`src/rtl/img2col_addr_gen.sv`:
```
// im2col tensor-RAM read address generator for one convolution pass.
// Walks output pixels, then channel and kernel window, with zero-padding.
module img2col_addr_gen #(
    parameter int ADDR_W = 16,
    parameter int DIM_W  = 8,
    parameter int KER_W  = 4,
    parameter int CH_W   = 8,
    parameter int STR_W  = 3,
    parameter int PAD_W  = 3
) (
    input  logic              clk,
    input  logic              rstn,
    input  logic              i_start,
    input  logic [DIM_W-1:0]  i_tensor_size,
    input  logic [KER_W-1:0]  i_kernel_size,
    input  logic [CH_W-1:0]   i_channels,
    input  logic [STR_W-1:0]  i_stride,
    input  logic [PAD_W-1:0]  i_pad,
    input  logic [ADDR_W-1:0] i_base_addr,
    output logic [ADDR_W-1:0] o_addr,
    output logic              o_pad,
    output logic              o_valid,
    input  logic              i_ready,
    output logic              o_col_last,
    output logic              o_last,
    output logic              o_busy,
    output logic              o_done,
    output logic              o_err
);

    localparam int W2 = DIM_W + 2;

    typedef enum logic [1:0] {
        IDLE,
        RUN,
        DONE
    } state_t;

    typedef struct packed {
        logic [ADDR_W-1:0] addr;
        logic              pad;
        logic              col_last;
        logic              last;
    } elem_t;

    // Output bundle for one element, given padded window origin and offsets.
    function automatic elem_t calc(
        input logic [W2-1:0]     py,
        input logic [W2-1:0]     px,
        input logic [CH_W-1:0]   ci,
        input logic [KER_W-1:0]  ky,
        input logic [KER_W-1:0]  kx,
        input logic [DIM_W-1:0]  h,
        input logic [KER_W-1:0]  k,
        input logic [CH_W-1:0]   c,
        input logic [STR_W-1:0]  s,
        input logic [PAD_W-1:0]  p,
        input logic [ADDR_W-1:0] base
    );
        logic [W2-1:0] hp;
        logic [W2-1:0] y;
        logic [W2-1:0] x;
        logic          y_out;
        logic          x_out;
        logic          end_y;
        logic          end_x;
        elem_t         e;
        hp    = W2'(h) + (W2'(p) << 1);
        y     = py + W2'(ky) - W2'(p);
        x     = px + W2'(kx) - W2'(p);
        y_out = y[W2-1] || (y >= W2'(h));
        x_out = x[W2-1] || (x >= W2'(h));
        e.pad = y_out || x_out;
        if (e.pad) begin
            e.addr = '0;
        end else begin
            e.addr = base
                   + ADDR_W'(ci) * ADDR_W'(h) * ADDR_W'(h)
                   + ADDR_W'(y[DIM_W-1:0]) * ADDR_W'(h)
                   + ADDR_W'(x[DIM_W-1:0]);
        end
        e.col_last = (ci == c - CH_W'(1))
                  && (ky == k - KER_W'(1))
                  && (kx == k - KER_W'(1));
        end_y  = (py + W2'(s) + W2'(k)) > hp;
        end_x  = (px + W2'(s) + W2'(k)) > hp;
        e.last = e.col_last && end_y && end_x;
        return e;
    endfunction

    state_t            state;
    logic [DIM_W-1:0]  cfg_h;
    logic [KER_W-1:0]  cfg_k;
    logic [CH_W-1:0]   cfg_c;
    logic [STR_W-1:0]  cfg_s;
    logic [PAD_W-1:0]  cfg_p;
    logic [ADDR_W-1:0] cfg_base;
    logic [W2-1:0]     cfg_hp;

    logic [W2-1:0]     py;
    logic [W2-1:0]     px;
    logic [CH_W-1:0]   ci;
    logic [KER_W-1:0]  ky;
    logic [KER_W-1:0]  kx;

    logic [W2-1:0]     n_py;
    logic [W2-1:0]     n_px;
    logic [CH_W-1:0]   n_ci;
    logic [KER_W-1:0]  n_ky;
    logic [KER_W-1:0]  n_kx;

    logic [W2-1:0]     in_hp;
    logic              legal;
    elem_t             first;
    elem_t             nxt;

    assign in_hp = W2'(i_tensor_size) + (W2'(i_pad) << 1);
    assign legal = (i_tensor_size != '0)
                && (i_kernel_size != '0)
                && (i_channels != '0)
                && (i_stride != '0)
                && (W2'(i_kernel_size) <= in_hp);

    // Odometer: kx fastest, then ky, channel, output x, output y.
    always_comb begin
        n_kx = kx + KER_W'(1);
        n_ky = ky;
        n_ci = ci;
        n_px = px;
        n_py = py;
        if (kx == cfg_k - KER_W'(1)) begin
            n_kx = '0;
            n_ky = ky + KER_W'(1);
            if (ky == cfg_k - KER_W'(1)) begin
                n_ky = '0;
                n_ci = ci + CH_W'(1);
                if (ci == cfg_c - CH_W'(1)) begin
                    n_ci = '0;
                    if (px + W2'(cfg_s) + W2'(cfg_k) <= cfg_hp) begin
                        n_px = px + W2'(cfg_s);
                    end else begin
                        n_px = '0;
                        n_py = py + W2'(cfg_s);
                    end
                end
            end
        end
    end

    assign first = calc('0, '0, '0, '0, '0,
                        i_tensor_size, i_kernel_size, i_channels,
                        i_stride, i_pad, i_base_addr);

    assign nxt = calc(n_py, n_px, n_ci, n_ky, n_kx,
                      cfg_h, cfg_k, cfg_c, cfg_s, cfg_p, cfg_base);

    always_ff @(posedge clk or negedge rstn) begin
        if (!rstn) begin
            state      <= IDLE;
            cfg_h      <= '0;
            cfg_k      <= '0;
            cfg_c      <= '0;
            cfg_s      <= '0;
            cfg_p      <= '0;
            cfg_base   <= '0;
            cfg_hp     <= '0;
            py         <= '0;
            px         <= '0;
            ci         <= '0;
            ky         <= '0;
            kx         <= '0;
            o_addr     <= '0;
            o_pad      <= 1'b0;
            o_valid    <= 1'b0;
            o_col_last <= 1'b0;
            o_last     <= 1'b0;
            o_busy     <= 1'b0;
            o_done     <= 1'b0;
            o_err      <= 1'b0;
        end else begin
            o_err  <= 1'b0;
            o_done <= 1'b0;
            unique case (state)
                IDLE: begin
                    if (i_start) begin
                        if (legal) begin
                            state      <= RUN;
                            cfg_h      <= i_tensor_size;
                            cfg_k      <= i_kernel_size;
                            cfg_c      <= i_channels;
                            cfg_s      <= i_stride;
                            cfg_p      <= i_pad;
                            cfg_base   <= i_base_addr;
                            cfg_hp     <= in_hp;
                            py         <= '0;
                            px         <= '0;
                            ci         <= '0;
                            ky         <= '0;
                            kx         <= '0;
                            o_addr     <= first.addr;
                            o_pad      <= first.pad;
                            o_col_last <= first.col_last;
                            o_last     <= first.last;
                            o_valid    <= 1'b1;
                            o_busy     <= 1'b1;
                        end else begin
                            o_err <= 1'b1;
                        end
                    end
                end
                RUN: begin
                    if (o_valid && i_ready) begin
                        if (o_last) begin
                            state      <= DONE;
                            o_valid    <= 1'b0;
                            o_busy     <= 1'b0;
                            o_done     <= 1'b1;
                            o_addr     <= '0;
                            o_pad      <= 1'b0;
                            o_col_last <= 1'b0;
                            o_last     <= 1'b0;
                        end else begin
                            py         <= n_py;
                            px         <= n_px;
                            ci         <= n_ci;
                            ky         <= n_ky;
                            kx         <= n_kx;
                            o_addr     <= nxt.addr;
                            o_pad      <= nxt.pad;
                            o_col_last <= nxt.col_last;
                            o_last     <= nxt.last;
                        end
                    end
                end
                DONE: begin
                    state <= IDLE;
                end
                default: begin
                    state <= IDLE;
                end
            endcase
        end
    end

endmodule

```
`config.mk`:
```
export PLATFORM = sky130hd
export DESIGN_NAME = img2col_addr_gen
export DESIGN_NICKNAME = d
export VERILOG_FILES = /design/src/rtl/img2col_addr_gen.sv
export SDC_FILE = /design/constraint.sdc
export NUM_CORES = 1
export LEC_CHECK = 0
export CAP_MARGIN = 5
export CELL_PAD_IN_SITES_DETAIL_PLACEMENT = 1
export CELL_PAD_IN_SITES_GLOBAL_PLACEMENT = 1
export CORE_ASPECT_RATIO = 0.9
export CORE_MARGIN = 2
export CORE_UTILIZATION = 25
export DETAILED_ROUTE_END_ITERATION = 7
export GPL_ROUTABILITY_DRIVEN = 0
export PLACE_DENSITY = 0.49
export SYNTH_ARGS = -nofsm -noshare
export SYNTH_HDL_FRONTEND = slang
export SYNTH_SLANG_ARGS = --single-unit
```
`constraint.sdc`:
```
create_clock -name clk -period 15.1 [get_ports clk]
set_input_delay 2.265 -clock clk [delete_from_list [all_inputs] [get_ports clk]]
set_output_delay 2.265 -clock clk [all_outputs]
set_load 0.03 [all_outputs]
```
==> metrics.md <==
| Metric | Value |
|---|---|
| CP endpoint kind | register |
| CTS Buf Count | 9 |
| Period utilisation layout | between 80% and 90% |
| Worst hold path endpoint | cfg_hp[1] |
| Global Route Usage Sum | between 15 and 20% |
| Kind of cell adding the most delay to the critical path | adder cells |
| Unrepaired setup endpoints after global routing | false |
| Drt wl/cell | approximately 19 um |
| Met1 GRT Util | between 20% and 30% |
| Sequential cell area fraction in the yosys report | between 10% and 20% |
| Starting density of the core | approximately 25% |
| CTS tree | yes |
| DRT Wirelength | around 63000 um |
| Mean Syn Cell Area | about 9.0 um2 |
| Port Buf Inserts | just under 70 |
| CP required | roughly 15 ns |
| Top_reg_cell synth | dfrtp_1 |
| Clock sink count | between 100 and 150 |
| Post-Synthesis Cells | 2196 |
| Worst r2r dst | o_addr[15] |
| Mapped Nets | approximately 2800 |
| HPWL Detailed | between 50000 and 60000 um |
| Core Footprint | between 0.07 and 0.08 mm2 |
| 1st-pass router iterations | 5 |
| Row cnt | 97 |
| Post-DR vias/cell | about 4.6 |
| Boundary pin count | 69 |
| Worst hold path type | reg -> reg |
| Worst-Skew Late Latency | 0.42 ns |
| F_max | approximately 75 MHz |
| Die span in y | ~270 um |
| Status | finished clean |
| Hold Startpoint | cfg_hp[1] |
| Seq cells post-synth | 110 |
| Async SR Flop Fraction | between 90% and 100% |
| Largest net degree at the start of global routing | 72 |
| GRT overflow | 0 |
| Setup TNS after final layout | 0 ns |
| Post-CTS Setup Bufs | 0 |
| Max Fanout on Critical Path | 11 |
| Vias after detailed routing | approximately 15000 |
| CP startpoint kind | register |
| First DRT Iteration DRCs | 547 |
| Slowest stage delay, CP | 0.64 ns |
| Max_cap viols | 0 |
| Post-synth cell types | 70 |
| Area Overhead vs Synth | 11.7% |
| CTS resizes | 0 |
| CTS Root Cell | clkbuf_16 |
| H-Tree Depth | 3 |
| Crit-path most repeated cell | fa_1 |
| CP Class | reg -> reg |
| Clk pin slew, worst setup/hold paths | about 0.11 ns |
| Detail Route Antenna Nets | 0 |
| Worst Clk Skew | around 0.027 ns |
| Worst reg-to-reg setup slack | roughly 1.9 ns |
| Share of layout cells above drive strength 1 | about 4.2% |
| Final Hold Fails | 0 |
| Synthesized area | between 0.015 and 0.02 mm2 |
| CTS hold repair buffers | 0 |
| Final min period | 13.25 ns |
| Clock buffer depth | 2 |
| Drt drc | 0 |
| GRT busiest layer | met2 |
| Met2 Use GR | between 20% and 30% |
| WP data arrival | between 10 and 15 ns |
| Final Util | between 20% and 30% |
| Least-Margin Pin Slew | around 1.3 ns |
| First-pass GRT wire length | between 100000 and 150000 um |
| Vias in the first global route | 17300 |
| CP max-delay cell | dfrtp_1 |
| Met3 Resource Use GR | 1.41% |
| Reg2Reg Depth | 42 |
| Worst path bufs/invs | 3 |
| Number of synthesized flops with an enable pin | 0 |
| Final setup vio count | 0 |
| Die ar. | 0.0810 mm2 |
| Initial antenna violation count | 1 |
| Hold path cells | 2 |
| RR Startpoint | cfg_k[0] |
| Worst rel slew slack | between 10% and 20% |
| Die X | between 200 and 300 um |
| Final #Nets | approximately 2800 |
| Slew Limit Fails | 0 |
| Synthesis warning total | 0 |
## cell type report
class	instances	area, um2
fillers	9156	55900
multi-input cells	1628	15200
flip-flops and latches	110	2750
inverters	400	1500
well taps	1039	1300
repair buffers	98	903
clock buffers	9	225
clock inverters	7	88.8
diodes	2	5.00
## logic make-up (layout without fill, tap and decap cells)
logic type | after synthesis | in the layout | share of synthesized area (%)
AND/OR/NAND/NOR | 573 | 573 | 14.4
adder cells (fa/ha/maj) | 527 | 527 | 42.9
buffers and inverters | 458 | 514 | 8.83
AO/OA/AOI/OAI | 340 | 340 | 10.8
XOR/XNOR | 152 | 152 | 6.98
flip-flops | 110 | 110 | 14.0
multiplexers | 36 | 36 | 2.03
other | 0 | 2 | 0
## flip-flops by register name (all words and copies together), names as in the netlist, 2 cells and up
signal	flops
cfg_c	8
cfg_base	16
o_addr	16
cfg_p	3
cfg_s	3
cfg_k	4
cfg_h	8
ky	4
py	10
kx	4
ci	8
state	2
px	10
cfg_hp	8
## synthesized netlist by cell type (5+ instances only)
master | n | share of area [%]
nand3b_1 | 5 | 0.19
o21ai_0 | 100 | 2.5
a31oi_1 | 7 | 0.22
mux2_2 | 31 | 1.8
nor2b_1 | 27 | 0.86
clkbuf_1 | 50 | 0.95
nand4_1 | 20 | 0.64
xor2_1 | 49 | 2.2
inv_1 | 395 | 7.5
nor3_1 | 32 | 0.81
a22o_1 | 12 | 0.53
nand3_1 | 24 | 0.61
dfrtp_1 | 110 | 14
a22oi_1 | 15 | 0.57
mux2i_1 | 5 | 0.25
xnor2_1 | 100 | 4.4
o211ai_1 | 6 | 0.23
and2_1 | 92 | 2.9
o31ai_1 | 9 | 0.34
o21bai_1 | 9 | 0.34
and3_1 | 26 | 0.83
fa_1 | 248 | 25
nor2_1 | 93 | 1.8
o21a_1 | 11 | 0.42
nand2_1 | 199 | 3.8
o21ai_1 | 6 | 0.15
nand2b_1 | 28 | 0.89
ha_1 | 279 | 18
a21o_1 | 35 | 1.3
a21oi_1 | 92 | 2.3
## metrics by stage
stage / cells / setup WS, ns / instance area, um2 / hold slack (ns)
after floorplan: 2196 / 3.39 / 19700 / 0.428
after global placement: 3275 / 1.98 / 21700 / 0.464
after detailed placement: 3275 / 1.77 / 21700 / 0.477
after CTS: 3291 / 1.72 / 22000 / 0.503
after global routing: 3291 / 1.02 / 22000 / 0.526
final: 3293 / 1.85 / 22000 / 0.490
## how the worst max path moves through the flow
stage	from	end	cells after the start
after floorplan	cfg_c[0]	o_addr[15]	43
after global placement	cfg_k[0]	o_addr[15]	46
after detailed placement	cfg_k[0]	o_addr[15]	42
after CTS	cfg_k[0]	o_addr[15]	42
after global routing	cfg_k[0]	o_addr[15]	46
final	cfg_k[0]	o_addr[15]	42
## metal layers
| layer | vias to the layer above | wire length [um] |
|---|---|---|
| met1 | 7823 | 30900 |
| met2 | 137 | 30000 |
| li1 | 7197 | - |
| met5 | - | 0 |
| met3 | 46 | 1050 |
| met4 | 0 | 995 |
## worst min-delay path, delay by kind of cell, from the launching register on
kind / cells / cell delay, ns
flops: 1 / 0.36
compound gates: 1 / 0.06
simple gates: 1 / 0.05
## layout by cell type (no fill, tap or decap), types with 4 or more instances in the layout
cell,instances
mux2_2,31
a31oi_1,7
nand2_1,199
buf_4,31
o21ai_1,4
nand2b_1,28
a2111oi_0,4
xor2_1,49
a22oi_1,15
a22o_1,12
o21ai_0,100
and3_1,26
nor4_1,4
clkbuf_16,9
clkdlybuf4s50_1,67
clkinv_1,4
inv_1,395
and2_1,92
a21o_1,35
o31ai_1,9
ha_1,279
o21a_1,11
nand3b_1,5
a211oi_1,4
a21oi_1,92
nor3_1,32
fa_1,248
mux2i_1,5
nand4_1,20
nand3_1,24
o211ai_1,6
o21bai_1,9
xnor2_1,100
nor2b_1,27
nor2_1,93
dfrtp_1,110
or4_1,4
Power is not shown: default switching activity piles up to over one toggle a cycle in this logic, so the estimate is an artifact.
